<file path="config.mk">
export PLATFORM = sky130hd
export DESIGN_NAME = rpu_or_arb
export DESIGN_NICKNAME = d
export VERILOG_FILES = /design/src/rtl/rpu_or_arb.sv
export SDC_FILE = /design/constraint.sdc
export NUM_CORES = 1
export LEC_CHECK = 0
export ABC_CLOCK_PERIOD_IN_PS = 2800
export CAP_MARGIN = 20
export CORE_MARGIN = 4
export CORE_UTILIZATION = 39
export CTS_CLUSTER_SIZE = 40
export DETAILED_ROUTE_END_ITERATION = 7
export PLACE_DENSITY = 0.93
export SETUP_SLACK_MARGIN = 0.5
export SLEW_MARGIN = 20
export SYNTH_ARGS = -nofsm -noshare
export SYNTH_HDL_FRONTEND = slang
export SYNTH_SLANG_ARGS = --single-unit
</file>
<file path="constraint.sdc">
create_clock -name clk -period 2.8 [get_ports clk]
set_input_delay 0.56 -clock clk [delete_from_list [all_inputs] [get_ports clk]]
set_output_delay 0.56 -clock clk [all_outputs]
set_load 0.03 [all_outputs]
</file>
<file path="src/rtl/rpu_or_arb.sv">
// rpu_or_arb: round-robin arbiter and single-entry output register for the
// RPU outbound-response path. NUM_REQ sources compete for one response slot
// that drives the outbound-response encoder until the NoC accepts it.
// A saturating counter tracks how many error responses have been accepted.
//
// Optional feature: define NOU_OR_ARB_ERR_PRIO_EN to give error responses
// (req_status=1) strict precedence over normal ones; the round-robin pointer
// is shared between both classes. Without it, arbitration ignores req_status.
//
// Handshake: req_vld[i] is held with its fields until req_ack[i]; the fields
// are sampled only in the ack cycle. ob_rsp_vld is held with stable fields
// until noc_rsp_rdy=1, which completes the transfer in that cycle.
// ob_rsp_vld is the FSM state itself (1 = SEND, 0 = IDLE).

`ifndef NOU_TYPE_WIDTH
`define NOU_TYPE_WIDTH 4
`endif
`ifndef NOU_ERR_CODE_WIDTH
`define NOU_ERR_CODE_WIDTH 4
`endif
`ifndef NOU_TID_WIDTH
`define NOU_TID_WIDTH 8
`endif
`ifndef NOU_TILE_ID_WIDTH
`define NOU_TILE_ID_WIDTH 6
`endif

module rpu_or_arb #(
  parameter int NUM_REQ = 4,
  parameter int CNT_W   = 16
) (
  input  logic                                   clk,
  input  logic                                   rst_n,
  input  logic [NUM_REQ-1:0]                     req_vld,
  input  logic [NUM_REQ*`NOU_TYPE_WIDTH-1:0]     req_type,
  input  logic [NUM_REQ-1:0]                     req_status,
  input  logic [NUM_REQ*`NOU_ERR_CODE_WIDTH-1:0] req_err,
  input  logic [NUM_REQ*`NOU_TID_WIDTH-1:0]      req_tid,
  input  logic [NUM_REQ*`NOU_TILE_ID_WIDTH-1:0]  req_tile,
  output logic [NUM_REQ-1:0]                     req_ack,
  input  logic                                   noc_rsp_rdy,
  output logic                                   ob_rsp_vld,
  output logic [`NOU_TYPE_WIDTH-1:0]             ob_rsp_type,
  output logic                                   ob_rsp_status,
  output logic [`NOU_ERR_CODE_WIDTH-1:0]         ob_rsp_err,
  output logic [`NOU_TID_WIDTH-1:0]              cur_trans_id,
  output logic [`NOU_TILE_ID_WIDTH-1:0]          cur_dst_tile_id,
  output logic [CNT_W-1:0]                       err_rsp_cnt
);

  localparam int TW    = `NOU_TYPE_WIDTH;
  localparam int EW    = `NOU_ERR_CODE_WIDTH;
  localparam int IW    = `NOU_TID_WIDTH;
  localparam int LW    = `NOU_TILE_ID_WIDTH;
  localparam int PTR_W = $clog2(NUM_REQ);

  typedef enum logic {
    IDLE = 1'b0,
    SEND = 1'b1
  } state_e;

  state_e               state_q, state_d;
  logic [PTR_W-1:0]     ptr_q, ptr_d;
  logic [TW-1:0]        type_q, type_d;
  logic                 status_q, status_d;
  logic [EW-1:0]        err_q, err_d;
  logic [IW-1:0]        tid_q, tid_d;
  logic [LW-1:0]        tile_q, tile_d;
  logic [CNT_W-1:0]     cnt_q, cnt_d;

  logic [NUM_REQ-1:0]   cand;
  logic                 gnt_found;
  logic [PTR_W-1:0]     gnt_idx;
  logic [NUM_REQ-1:0]   gnt_oh;
  logic                 can_grant;
  logic                 grant;
  logic                 accept;
  logic [PTR_W:0]       scan_idx;
  logic [TW-1:0]        type_sel;
  logic                 status_sel;
  logic [EW-1:0]        err_sel;
  logic [IW-1:0]        tid_sel;
  logic [LW-1:0]        tile_sel;

  // Candidate set: error class first when priority is enabled, else all requests.
  always_comb begin
    cand = req_vld;
`ifdef NOU_OR_ARB_ERR_PRIO_EN
    if (|(req_vld & req_status)) begin
      cand = req_vld & req_status;
    end
`endif
  end

  // Round-robin search: first candidate at ptr, ptr+1, ... modulo NUM_REQ.
  always_comb begin
    gnt_found = 1'b0;
    gnt_idx   = '0;
    scan_idx  = '0;
    for (int k = 0; k < NUM_REQ; k++) begin
      scan_idx = {1'b0, ptr_q} + (PTR_W+1)'(k);
      if (scan_idx >= (PTR_W+1)'(NUM_REQ)) begin
        scan_idx = scan_idx - (PTR_W+1)'(NUM_REQ);
      end
      if (!gnt_found && cand[scan_idx[PTR_W-1:0]]) begin
        gnt_found = 1'b1;
        gnt_idx   = scan_idx[PTR_W-1:0];
      end
    end
  end

  // Select the granted source's fields and build the one-hot ack vector.
  always_comb begin
    type_sel   = '0;
    status_sel = 1'b0;
    err_sel    = '0;
    tid_sel    = '0;
    tile_sel   = '0;
    gnt_oh     = '0;
    for (int i = 0; i < NUM_REQ; i++) begin
      if (gnt_idx == PTR_W'(i)) begin
        gnt_oh[i]  = 1'b1;
        type_sel   = req_type[i*TW +: TW];
        status_sel = req_status[i];
        err_sel    = req_err[i*EW +: EW];
        tid_sel    = req_tid[i*IW +: IW];
        tile_sel   = req_tile[i*LW +: LW];
      end
    end
  end

  // Next-state logic: grant in IDLE or when the held response is accepted.
  always_comb begin
    state_d   = state_q;
    ptr_d     = ptr_q;
    type_d    = type_q;
    status_d  = status_q;
    err_d     = err_q;
    tid_d     = tid_q;
    tile_d    = tile_q;
    cnt_d     = cnt_q;
    accept    = (state_q == SEND) && noc_rsp_rdy;
    can_grant = (state_q == IDLE) || accept;
    grant     = can_grant && gnt_found;

    if (accept && status_q && (cnt_q != {CNT_W{1'b1}})) begin
      cnt_d = cnt_q + CNT_W'(1);
    end

    if (grant) begin
      state_d  = SEND;
      type_d   = type_sel;
      status_d = status_sel;
      err_d    = err_sel;
      tid_d    = tid_sel;
      tile_d   = tile_sel;
      if (gnt_idx == PTR_W'(NUM_REQ-1)) begin
        ptr_d = '0;
      end else begin
        ptr_d = gnt_idx + PTR_W'(1);
      end
    end else if (accept) begin
      state_d = IDLE;
    end
  end

  // Ack is combinational and forced low while reset is asserted.
  always_comb begin
    req_ack = '0;
    if (rst_n && grant) begin
      req_ack = gnt_oh;
    end
  end

  // State, pointer, output register and error counter.
  always_ff @(posedge clk or negedge rst_n) begin
    if (!rst_n) begin
      state_q  <= IDLE;
      ptr_q    <= '0;
      type_q   <= '0;
      status_q <= 1'b0;
      err_q    <= '0;
      tid_q    <= '0;
      tile_q   <= '0;
      cnt_q    <= '0;
    end else begin
      state_q  <= state_d;
      ptr_q    <= ptr_d;
      type_q   <= type_d;
      status_q <= status_d;
      err_q    <= err_d;
      tid_q    <= tid_d;
      tile_q   <= tile_d;
      cnt_q    <= cnt_d;
    end
  end

  assign ob_rsp_vld      = (state_q == SEND);
  assign ob_rsp_type     = type_q;
  assign ob_rsp_status   = status_q;
  assign ob_rsp_err      = err_q;
  assign cur_trans_id    = tid_q;
  assign cur_dst_tile_id = tile_q;
  assign err_rsp_cnt     = cnt_q;

endmodule

</file>
==> results of run 1 <==
metal layers:
metal,up-vias,track usage (%),routed length (µm)
met5,-,0,0
met1,1354,23.53,3328
li1,1351,-,-
met3,22,7.465,855
met2,132,40.22,4596
met4,0,8.119,257
metrics by stage:
stage	total power (µW)	worst slack, ps	hold WS, ps	instances	util [%]
finish	3990	308.7	104.8	516	70.25
global route	4204	248.9	113.6	516	70.25
CTS	3907	267.1	105.3	515	69.34
detailed placement	3300	-266.6	425.7	504	65.85
global placement	3226	-126.7	423.4	504	65.85
floorplan	2389	485.9	264.4	289	-
repair_timing:
item,CTS,global route
pin swaps,7,4
setup endpoints to repair,27,27
buffers inserted,3,1
resized for setup,38,8
sequential cells by signal (all words and copies together), names as in the netlist:
signal           cells
ob_rsp_vld           1
ob_rsp_type          4
cur_trans_id         8
ptr_q                2
cur_dst_tile_id      6
ob_rsp_err           4
ob_rsp_status        1
err_rsp_cnt         16
placed cells by master (no fill, tap or decap), types with 4 or more instances in the layout:
master,synthesis,routed
sky130_fd_sc_hd__ha_4,0,4
sky130_fd_sc_hd__nor2_1,26,25
sky130_fd_sc_hd__dfrtp_1,42,41
sky130_fd_sc_hd__o21ai_0,5,5
sky130_fd_sc_hd__a221oi_1,22,13
sky130_fd_sc_hd__nand2_1,34,34
sky130_fd_sc_hd__inv_1,28,26
sky130_fd_sc_hd__a211o_1,22,22
sky130_fd_sc_hd__clkbuf_8,0,5
sky130_fd_sc_hd__xor2_1,13,13
sky130_fd_sc_hd__nand4_1,4,4
sky130_fd_sc_hd__buf_6,0,6
sky130_fd_sc_hd__nor4_1,6,5
sky130_fd_sc_hd__clkdlybuf4s50_1,0,133
sky130_fd_sc_hd__a221oi_2,0,9
sky130_fd_sc_hd__buf_2,3,4
sky130_fd_sc_hd__a31oi_1,23,23
sky130_fd_sc_hd__and3_4,0,4
sky130_fd_sc_hd__buf_4,0,18
cells by family (layout without fill, tap and decap cells):
group | count (synthesis) | count (layout) | share of synthesized area, %
buffers and inverters | 50 | 200 | 7.482
adder cells (fa/ha/maj) | 5 | 5 | 2.445
XOR/XNOR | 14 | 14 | 4.792
flip-flops | 42 | 42 | 41.08
multiplexers | 3 | 3 | 1.271
AO/OA/AOI/OAI | 81 | 81 | 24.06
AND/OR/NAND/NOR | 94 | 94 | 18.88
cell type report:
type / instances / area share, %
Timing Repair Buffer: 164 / 35.99
Clock inverter: 3 / 0.8976
Clock buffer: 5 / 1.543
Multi-Input combinational cell: 197 / 33.46
Tap cell: 77 / 2.160
Sequential cell: 42 / 23.59
Inverter: 28 / 2.356
report_power, final:
part / internal (µW) / switching [µW] / leakage [µW]
Clock: 263 / 223 / 0.0000579
Combinational: 1160 / 1330 / 0.00133
Sequential: 830 / 186 / 0.000512
path summary, 6_finish.rpt:
| check | slack (ps) | startpoint | cells past startpoint | endpoint |
|---|---|---|---|---|
| max | 310 | ptr_q[1] | 8 | req_ack[2] |
| min | 100 | rst_n | 1 | ob_rsp_err[2] |
| max reg2reg | 500 | ptr_q[1] | 11 | ob_rsp_err[3] |
| min reg2reg | 510 | err_rsp_cnt[15] | 1 | err_rsp_cnt[15] |
| max in group asynchronous | 1920 | rst_n | 2 | ptr_q[1] |
| min in group clk | 510 | err_rsp_cnt[15] | 1 | err_rsp_cnt[15] |
==> metrics.csv, run 1 <==
metric,value,unit
TritonCTS clock tree,yes,
Vert. Die Dim,89,µm
Post-synth EDFFs,0,
global-route wire length before repair,13690,µm
input/output buffers,142,
Via-to-Cell Ratio,5.541,
Total Wirelength,9038,µm
total of endpoints with negative setup slack in the final report,0,
most repeated cell in the gate-level netlist after synthesis,sky130_fd_sc_hd__dfrtp_1,
remaining antenna violation count after routing,0,
H-tree lvl count,2,
average instance area after synthesis,8.854,µm²
Worst-Margin Slew,652.4,ps
"critical path, cell by cell",buf_4 -> nand3b_1 -> o221ai_2 -> or2_4 -> buf_6 -> ha_4 -> and3_4 -> buf_6,
Crit-path slowest cell,sky130_fd_sc_hd__dfrtp_2,
effective utilization at floorplan,40.30,%
count of state elements after synthesis,42,
Pleak,0.001896,µW
Critical Path Max Stage Delay,450,ps
final-report hold violation count,0,
yosys synthesis warning count,0,
most area-consuming cells after synthesis,"sky130_fd_sc_hd__dfrtp_1 41%, sky130_fd_sc_hd__a211o_1 7.5%, sky130_fd_sc_hd__a221oi_1 7.5%",
classification of the worst-slack hold path,input pin to async pin,
crit-path leading delay family,simple AND/OR/NAND/NOR gates,
main flop type after synthesis,sky130_fd_sc_hd__dfrtp_1,
clock transition at the registers of the reported paths,90,ps
critical path startpoint category,flip-flop,
total clock buffers created by CTS,5,
fraction of layout cells with a size suffix above 1,17.54,%
Final Critical Period,2491,ps
pin count of the biggest net entering global routing,47,
cell at the root of the clock tree,sky130_fd_sc_hd__clkbuf_8,
Synth cell types,39,
Bufs and invs on worst path,3,
clock net sink count,42,
Synth area leader,sky130_fd_sc_hd__dfrtp_1,
arrival time of data at the critical path endpoint,1930,ps
Syn Nets,393,
worst endpoint required time,2240,ps
type of the worst setup path,flip-flop to primary output,
Fill cells,464,
Skew-Pair Late Insertion Delay,290,ps
sequential fraction of the synthesis area,41.08,%
fin crit share,88.97,%
asr flop ratio synth,100.0,%
Synth top cells by count,"42 x sky130_fd_sc_hd__dfrtp_1, 34 x sky130_fd_sc_hd__nand2_1, 28 x sky130_fd_sc_hd__inv_1",
number of buffers on the longest clock path,2,
summed negative setup slack over all endpoints,0,ps
Peak supply drop,567.5,µV
Die Span X,89,µm
mean routed wirelength per cell,17.52,µm
unrepaired setup endpoints after global routing,true,
sequential cell area in the final layout,1052,µm²
number of instances in the synthesized netlist,289,
number of pins exceeding their max-slew limit in the final report,0,
total number of vias,2859,
post-detail-place hpwl,6770,µm
status,"finished, final reports clean",
Cell Pwr Density,894.5,nW/µm²
critical-path maximum fanout,4,
headroom to the max-slew limit,56.14,%
portion of synthesized cell area occupied by the leading cell type,41.08,%
antenna fix cells,0,
CTS hold repair buffers,0,
most frequent CP cell,sky130_fd_sc_hd__buf_6,
Total Die Area,7921,µm²
GRT Total Usage,22.05,%
combined area of the multi-input logic cells,1493,µm²
worst clock skew,4.390,ps
Post-Syn Area,2559,µm²
number of global-route vias before repair,2945,
critical path capture point type,primary output,
Site Rows,29,
total iterations of the first detailed-routing run,4,
I/O pin count,143,
number of violations of the max-capacitance limit,0,
FMAX,401.4,MHz
"Non-Filler Cell Area, Final",4461,µm²
Syn-to-layout area delta,74.33,%
total overflow reported by the global router,0,
Routability Congestion,0.8582,
initial antenna violation count,0,
instance area at placement,4182,µm²
remaining design rule violation count,0,
area of the core,6350,µm²
drt first-iter violations,87,
final-stage net count,542,
(Power assumes the default switching activity.)
==> inputs of run 2 (changes only) <==
--- a/config.mk
+++ b/config.mk
@@ -12,7 +12,6 @@
 export CTS_CLUSTER_SIZE = 40
 export DETAILED_ROUTE_END_ITERATION = 7
 export PLACE_DENSITY = 0.93
-export SETUP_SLACK_MARGIN = 0.5
 export SLEW_MARGIN = 20
 export SYNTH_ARGS = -nofsm -noshare
 export SYNTH_HDL_FRONTEND = slang
==> run 2 against run 1 <==
  * Fmax fell by 4.8%
  * Sequential power barely moved
  * Wire length fell by 2.7%
  * Non-clock buffer count is 2 lower
  * Clock power down 21%
  * Highest routed layer unchanged
==> metrics.csv, run 2 (same netlist as run 1, synthesis figures left out) <==
metric,value,unit,change
worst endpoint required time,2240,ps,about the same
initial antenna violation count,0,,unchanged
classification of the worst-slack hold path,input pin to async pin,,unchanged
antenna fix cells,0,,unchanged
final-report hold violation count,0,,unchanged
clock transition at the registers of the reported paths,80,ps,was 90 ps
number of buffers on the longest clock path,2,,unchanged
Cell Pwr Density,870.2,nW/µm²,was 894.5 nW/µm²
final-stage net count,540,,was 542
Die Span X,89,µm,unchanged
drt first-iter violations,168,,was 87
area of the core,6350,µm²,unchanged
headroom to the max-slew limit,57.34,%,was 56.14%
Total Wirelength,8792,µm,was 9038 µm
final cell utilization of the core,67.49,%,was 70.25%
total length of routed met3 wires,778,µm,was 855 µm
total setup buffers inserted after CTS,0,,was 3
Syn-to-layout area delta,67.48,%,was 74.33%
total instance count after detailed placement,506,,was 504
status,"finished, final reports clean",,unchanged
number of violations of the max-capacitance limit,0,,unchanged
type of the worst setup path,input pin to primary output,,was flip-flop to primary output
Critical Path Max Stage Delay,340,ps,was 450 ps
cell depth of the worst flop-to-flop path,10,,was 11
Bufs and invs on worst path,2,,was 3
global-route wire length before repair,13690,µm,unchanged
Non-Filler Instances,514,,was 516
"critical path, cell by cell",dlygate4sd2_1 -> mux2i_1 -> o221ai_2 -> or2_2 -> ha_1 -> and3_1 -> buf_4,,was buf_4 -> nand3b_1 -> o221ai_2 -> or2_4 -> buf_6 -> ha_4 -> and3_4 -> buf_6
TritonCTS clock tree,yes,,unchanged
critical path capture point type,primary output,,unchanged
remaining design rule violation count,0,,unchanged
total of endpoints with negative setup slack in the final report,0,,unchanged
clock net sink count,42,,unchanged
R2R Path End,ob_rsp_err[3],,unchanged
H-tree lvl count,2,,unchanged
Crit path depth,7,,was 8
Total Die Area,7921,µm²,unchanged
worst setup slack after layout,181.9,ps,was 308.7 ps
mean routed wirelength per cell,17.11,µm,was 17.52 µm
critical-path maximum fanout,4,,unchanged
total number of vias,2891,,was 2859
input/output buffers,142,,unchanged
summed negative setup slack over all endpoints,0,ps,unchanged
crit-path leading delay family,simple AND/OR/NAND/NOR gates,,unchanged
"most common cell after layout, fill and taps aside",sky130_fd_sc_hd__clkdlybuf4s50_1,,unchanged
number of global-route vias before repair,2902,,was 2945
Via-to-Cell Ratio,5.625,,was 5.541
Routability Congestion,0.9208,,was 0.8582
Crit-path slowest cell,sky130_fd_sc_hd__or2_2,,was sky130_fd_sc_hd__dfrtp_2
number of pins exceeding their max-slew limit in the final report,0,,unchanged
unrepaired setup endpoints after global routing,false,,was true
fraction of layout cells with a size suffix above 1,11.21,%,was 17.54%
cells resized by post-CTS repair,9,,was 38
total iterations of the first detailed-routing run,5,,was 4
CTS hold repair buffers,0,,unchanged
Routed met1 length,3249,µm,was 3328 µm
arrival time of data at the critical path endpoint,2060,ps,was 1930 ps
"Non-Filler Cell Area, Final",4285,µm²,was 4461 µm²
Skew-Pair Late Insertion Delay,280,ps,was 290 ps
pin count of the biggest net entering global routing,29,,was 47
worst clock skew,6.222,ps,was 4.390 ps
I/O pin count,143,,unchanged
metal2 WL,4496,µm,was 4596 µm
effective utilization at floorplan,40.30,%,unchanged
top layer used by detailed routing,met4,,unchanged
launching point of the worst reg2reg path,ptr_q[0],,was ptr_q[1]
Site Rows,29,,unchanged
Final Critical Period,2618,ps,was 2491 ps
max FFs per register,16,,unchanged
cell at the root of the clock tree,sky130_fd_sc_hd__clkbuf_8,,unchanged
Worst-Margin Slew,634.6,ps,was 652.4 ps
GRT Total Usage,22.20,%,was 22.05%
total overflow reported by the global router,0,,unchanged
Peak supply drop,499.7,µV,was 567.5 µV
critical path startpoint category,input pin,,was flip-flop
Fill cells,481,,was 464
FMAX,382.0,MHz,was 401.4 MHz
Pleak,0.001862,µW,was 0.001896 µW
post-detail-place hpwl,6932,µm,was 6770 µm
"commonest cells after routing, fill and taps aside","133 x sky130_fd_sc_hd__clkdlybuf4s50_1, 42 x sky130_fd_sc_hd__dfrtp_1, 34 x sky130_fd_sc_hd__nand2_1",,"was 133 x sky130_fd_sc_hd__clkdlybuf4s50_1, 41 x sky130_fd_sc_hd__dfrtp_1, 34 x sky130_fd_sc_hd__nand2_1"
"worst slack, placed",-230.0,ps,was -266.6 ps
worst reg2reg setup slack,450,ps,was 500 ps
Vert. Die Dim,89,µm,unchanged
fin crit share,93.50,%,was 88.97%
total clock buffers created by CTS,5,,unchanged
instance area at placement,4177,µm²,was 4182 µm²
remaining antenna violation count after routing,0,,unchanged
## run 2: cell types whose count changed in the layout (fill, tap and decap cells not counted), moves of 3 or more
cell,previous run,this run
sky130_fd_sc_hd__a221oi_1,13,22
sky130_fd_sc_hd__a221oi_2,9,0
sky130_fd_sc_hd__buf_6,6,0
sky130_fd_sc_hd__and3_1,0,4
sky130_fd_sc_hd__and3_4,4,0
sky130_fd_sc_hd__dlygate4sd2_1,0,4
sky130_fd_sc_hd__buf_2,4,1
sky130_fd_sc_hd__buf_4,18,21
sky130_fd_sc_hd__ha_4,4,1
## run 2: layout make-up
cell class / count / area (µm²) / share of cell area, %
clock buffers: 6 / 72.57 / 1.693
clock inverters: 2 / 13.76 / 0.3212
inverters: 28 / 105.1 / 2.453
multi-input cells: 197 / 1358 / 31.68
flip-flops and latches: 42 / 1051 / 24.53
well taps: 77 / 96.34 / 2.248
repair buffers: 162 / 1589 / 37.08
## run 2: worst register-to-register path, stage by stage (launching register included)
cell and delay [ps]:
sky130_fd_sc_hd__dfrtp_1 420, sky130_fd_sc_hd__inv_1 120, sky130_fd_sc_hd__a2bb2oi_2 160, sky130_fd_sc_hd__o221ai_2 120
sky130_fd_sc_hd__or2_2 340, sky130_fd_sc_hd__ha_2 200, sky130_fd_sc_hd__nor2b_2 170, sky130_fd_sc_hd__buf_4 150
sky130_fd_sc_hd__a221oi_1 310, sky130_fd_sc_hd__a211o_1 180, sky130_fd_sc_hd__a31oi_1 80
## run 2: per-layer routing
layer | vias up | GRT usage [%]
li1 | 1343 | -
met1 | 1357 | 24.86
met2 | 166 | 40.49
met3 | 25 | 5.438
met4 | 0 | 8.525
met5 | - | 0
## run 2: power by group
part / internal, µW / total (µW) / switching, µW
registers: 829 / 1030 / 197
clock network: 176 / 382 / 206
logic: 1090 / 2320 / 1230
## run 2: metrics by stage
step,hold WS (ps),power (µW)
after floorplan,264.4,2331
final,241.1,3729
after global placement,480.6,3241
after global routing,263.5,3975
after detailed placement,507.5,3323
after CTS,252.6,3747
## run 2: worst max path at each step
stage,startpoint,endpoint,slack (ps)
CTS,req_vld[2],req_ack[2],180
global placement,req_vld[3],cur_trans_id[7],-80
floorplan,req_vld[0],req_ack[2],10
detailed placement,req_vld[3],ob_rsp_err[3],-230
global route,req_vld[0],req_ack[2],90
finish,req_vld[2],req_ack[2],180
==> inputs of run 3 (changes only) <==
==> constraint.sdc (replaced) <==
create_clock -name clk -period 2.8 [get_ports clk]
set_input_delay 0.28 -clock clk [delete_from_list [all_inputs] [get_ports clk]]
set_output_delay 0.28 -clock clk [all_outputs]
set_load 0.03 [all_outputs]
==> run 3 against run 2 <==
  * Fmax down 0.23%
  * Setup slack got worse by 6.0 ps
  * Total power is 1.3% higher
  * Wire length down 0.83%
  * Flip-flop and latch count is the same
  * Clock power is 31% higher
  * Via count shrank 2.3%
  * Non-clock buffer count is 3 lower
  * Clock skew increased by 7.8 ps
  * Critical endpoint unchanged
  * Largest cell class unchanged
==> metrics.csv, run 3 (same netlist as run 1, synthesis figures left out) <==
metric,value,unit,change
headroom to the max-slew limit,59.87,%,was 57.34%
fin crit share,93.72,%,was 93.50%
Non-Filler Instances,511,,was 514
number of buffers on the longest clock path,2,,unchanged
unrepaired setup endpoints after global routing,false,,unchanged
Total Die Area,7921,µm²,unchanged
Worst-Margin Slew,597.0,ps,was 634.6 ps
Routability Congestion,0.8959,,was 0.9208
Vert. Die Dim,89,µm,unchanged
classification of the worst-slack hold path,input pin to async pin,,unchanged
status,"finished, final reports clean",,unchanged
Syn-to-layout area delta,66.70,%,was 67.48%
arrival time of data at the critical path endpoint,2340,ps,was 2060 ps
Fill cells,480,,was 481
total clock buffers created by CTS,5,,unchanged
top layer used by detailed routing,met4,,unchanged
worst clock skew,14.07,ps,was 6.222 ps
max FFs per register,16,,unchanged
TritonCTS clock tree,yes,,unchanged
Cell Pwr Density,886.0,nW/µm²,was 870.2 nW/µm²
H-tree lvl count,2,,unchanged
critical-path maximum fanout,41,,was 4
worst endpoint required time,2520,ps,was 2240 ps
Site Rows,29,,unchanged
GRT Total Usage,22.17,%,was 22.20%
FMAX,381.1,MHz,was 382.0 MHz
total overflow reported by the global router,0,,unchanged
metal2 WL,4546,µm,was 4496 µm
Final Critical Period,2624,ps,was 2618 ps
effective utilization at floorplan,40.30,%,unchanged
total iterations of the first detailed-routing run,5,,unchanged
overall power,3779,µW,was 3729 µW
critical path capture point type,primary output,,unchanged
total number of vias,2824,,was 2891
area of the core,6350,µm²,unchanged
critical path startpoint category,flip-flop,,was input pin
clock net sink count,42,,unchanged
Peak supply drop,594.1,µV,was 499.7 µV
number of violations of the max-capacitance limit,0,,unchanged
Pleak,0.001854,µW,was 0.001862 µW
total instance count after detailed placement,502,,was 506
final-stage net count,537,,was 540
drt first-iter violations,209,,was 168
number of global-route vias before repair,2875,,was 2902
total of endpoints with negative setup slack in the final report,0,,unchanged
mean routed wirelength per cell,17.06,µm,was 17.11 µm
I/O pin count,143,,unchanged
initial antenna violation count,0,,unchanged
"most common cell after layout, fill and taps aside",sky130_fd_sc_hd__clkdlybuf4s50_1,,unchanged
remaining design rule violation count,0,,unchanged
cell at the root of the clock tree,sky130_fd_sc_hd__clkbuf_8,,unchanged
final-report hold violation count,0,,unchanged
Via-to-Cell Ratio,5.526,,was 5.625
post-detail-place hpwl,6467,µm,was 6932 µm
input/output buffers,142,,unchanged
total setup buffers inserted after CTS,0,,unchanged
cell depth of the worst flop-to-flop path,9,,was 10
total length of routed met3 wires,585,µm,was 778 µm
pin count of the biggest net entering global routing,42,,was 29
fraction of layout cells with a size suffix above 1,9.677,%,was 11.21%
number of pins exceeding their max-slew limit in the final report,0,,unchanged
type of the worst setup path,flip-flop to primary output,,was input pin to primary output
Routed met1 length,3424,µm,was 3249 µm
antenna fix cells,0,,unchanged
clock transition at the registers of the reported paths,100,ps,was 80 ps
"commonest cells after routing, fill and taps aside","137 x sky130_fd_sc_hd__clkdlybuf4s50_1, 42 x sky130_fd_sc_hd__dfrtp_1, 34 x sky130_fd_sc_hd__nand2_1",,"was 133 x sky130_fd_sc_hd__clkdlybuf4s50_1, 42 x sky130_fd_sc_hd__dfrtp_1, 34 x sky130_fd_sc_hd__nand2_1"
remaining antenna violation count after routing,0,,unchanged
Die Span X,89,µm,unchanged
global-route wire length before repair,13590,µm,was 13690 µm
Total Wirelength,8719,µm,was 8792 µm
Skew-Pair Late Insertion Delay,300,ps,was 280 ps
run 3: cell count changes in the layout (fill, tap and decap cells not counted), sizes merged:
cell / previous run / this run
inv: 28 / 29
clkdlybuf4s50: 133 / 137
bufinv: 0 / 1
clkinv: 2 / 1
dlygate4sd2: 4 / 0
buf: 25 / 21
dlygate4sd3: 0 / 1
clkbuf: 6 / 5
run 3: power breakdown:
part | switching [µW] | internal (µW) | total (µW)
clock network | 232 | 268 | 500
logic | 1230 | 1040 | 2270
registers | 179 | 828 | 1010
total | 1640 | 2140 | 3780
run 3: area by class of cell:
class / instances / area [µm²] / area share, %
well taps: 77 / 96.34 / 2.259
multi-input cells: 197 / 1335 / 31.30
repair buffers: 159 / 1565 / 36.70
clock inverters: 3 / 43.79 / 1.027
flip-flops and latches: 42 / 1051 / 24.64
clock buffers: 5 / 68.82 / 1.613
inverters: 28 / 105.1 / 2.464
run 3: layer usage:
layer / up-vias / global-route usage, %
met5: - / 0
met3: 16 / 4.516
met4: 0 / 6.766
li1: 1341 / -
met2: 117 / 41.36
met1: 1350 / 25.35
run 3: timing repair:
item                                    CTS  global route
hold buffers                              1             0
resized for setup                         1             1
endpoints found under the setup margin   22             1
hold endpoints to repair                 12             0
run 3: path summary, 6_finish.rpt:
path                                       from              end  slack, ps
worst max register to register         ptr_q[1]   ob_rsp_type[1]        220
min in group clk                err_rsp_cnt[15]  err_rsp_cnt[15]        520
max in group asynchronous                 rst_n   err_rsp_cnt[5]       1630
worst min-delay path                      rst_n   ob_rsp_type[2]        440
worst max-delay path                   ptr_q[1]       req_ack[2]        180
worst min register to register  err_rsp_cnt[15]  err_rsp_cnt[15]        520
run 3: through the flow:
stage          TNS, ps  hold slack, ps  instance area [µm²]  utilization, %  worst slack (ps)
4_1_cts              0           441.9                 4262           67.11             199.7
5_1_grt              0           467.0                 4265           67.17             23.93
6_report             0           441.6                 4265           67.17             176.0
3_3_place_gp     -4477           219.7                 4134           65.10            -238.9
3_5_place_dp     -7227           209.4                 4134           65.10            -362.1
2_1_floorplan        0          -15.59                 2559               -             523.4
run 3: worst max-delay path: stages, from the launching register on:
cell and delay (ps):
sky130_fd_sc_hd__dfrtp_1 430, sky130_fd_sc_hd__inv_1 100, sky130_fd_sc_hd__a2bb2oi_1 170, sky130_fd_sc_hd__o221ai_1 200
sky130_fd_sc_hd__or2_2 360, sky130_fd_sc_hd__ha_1 250, sky130_fd_sc_hd__buf_12 190, sky130_fd_sc_hd__and3_1 160
sky130_fd_sc_hd__buf_4 160
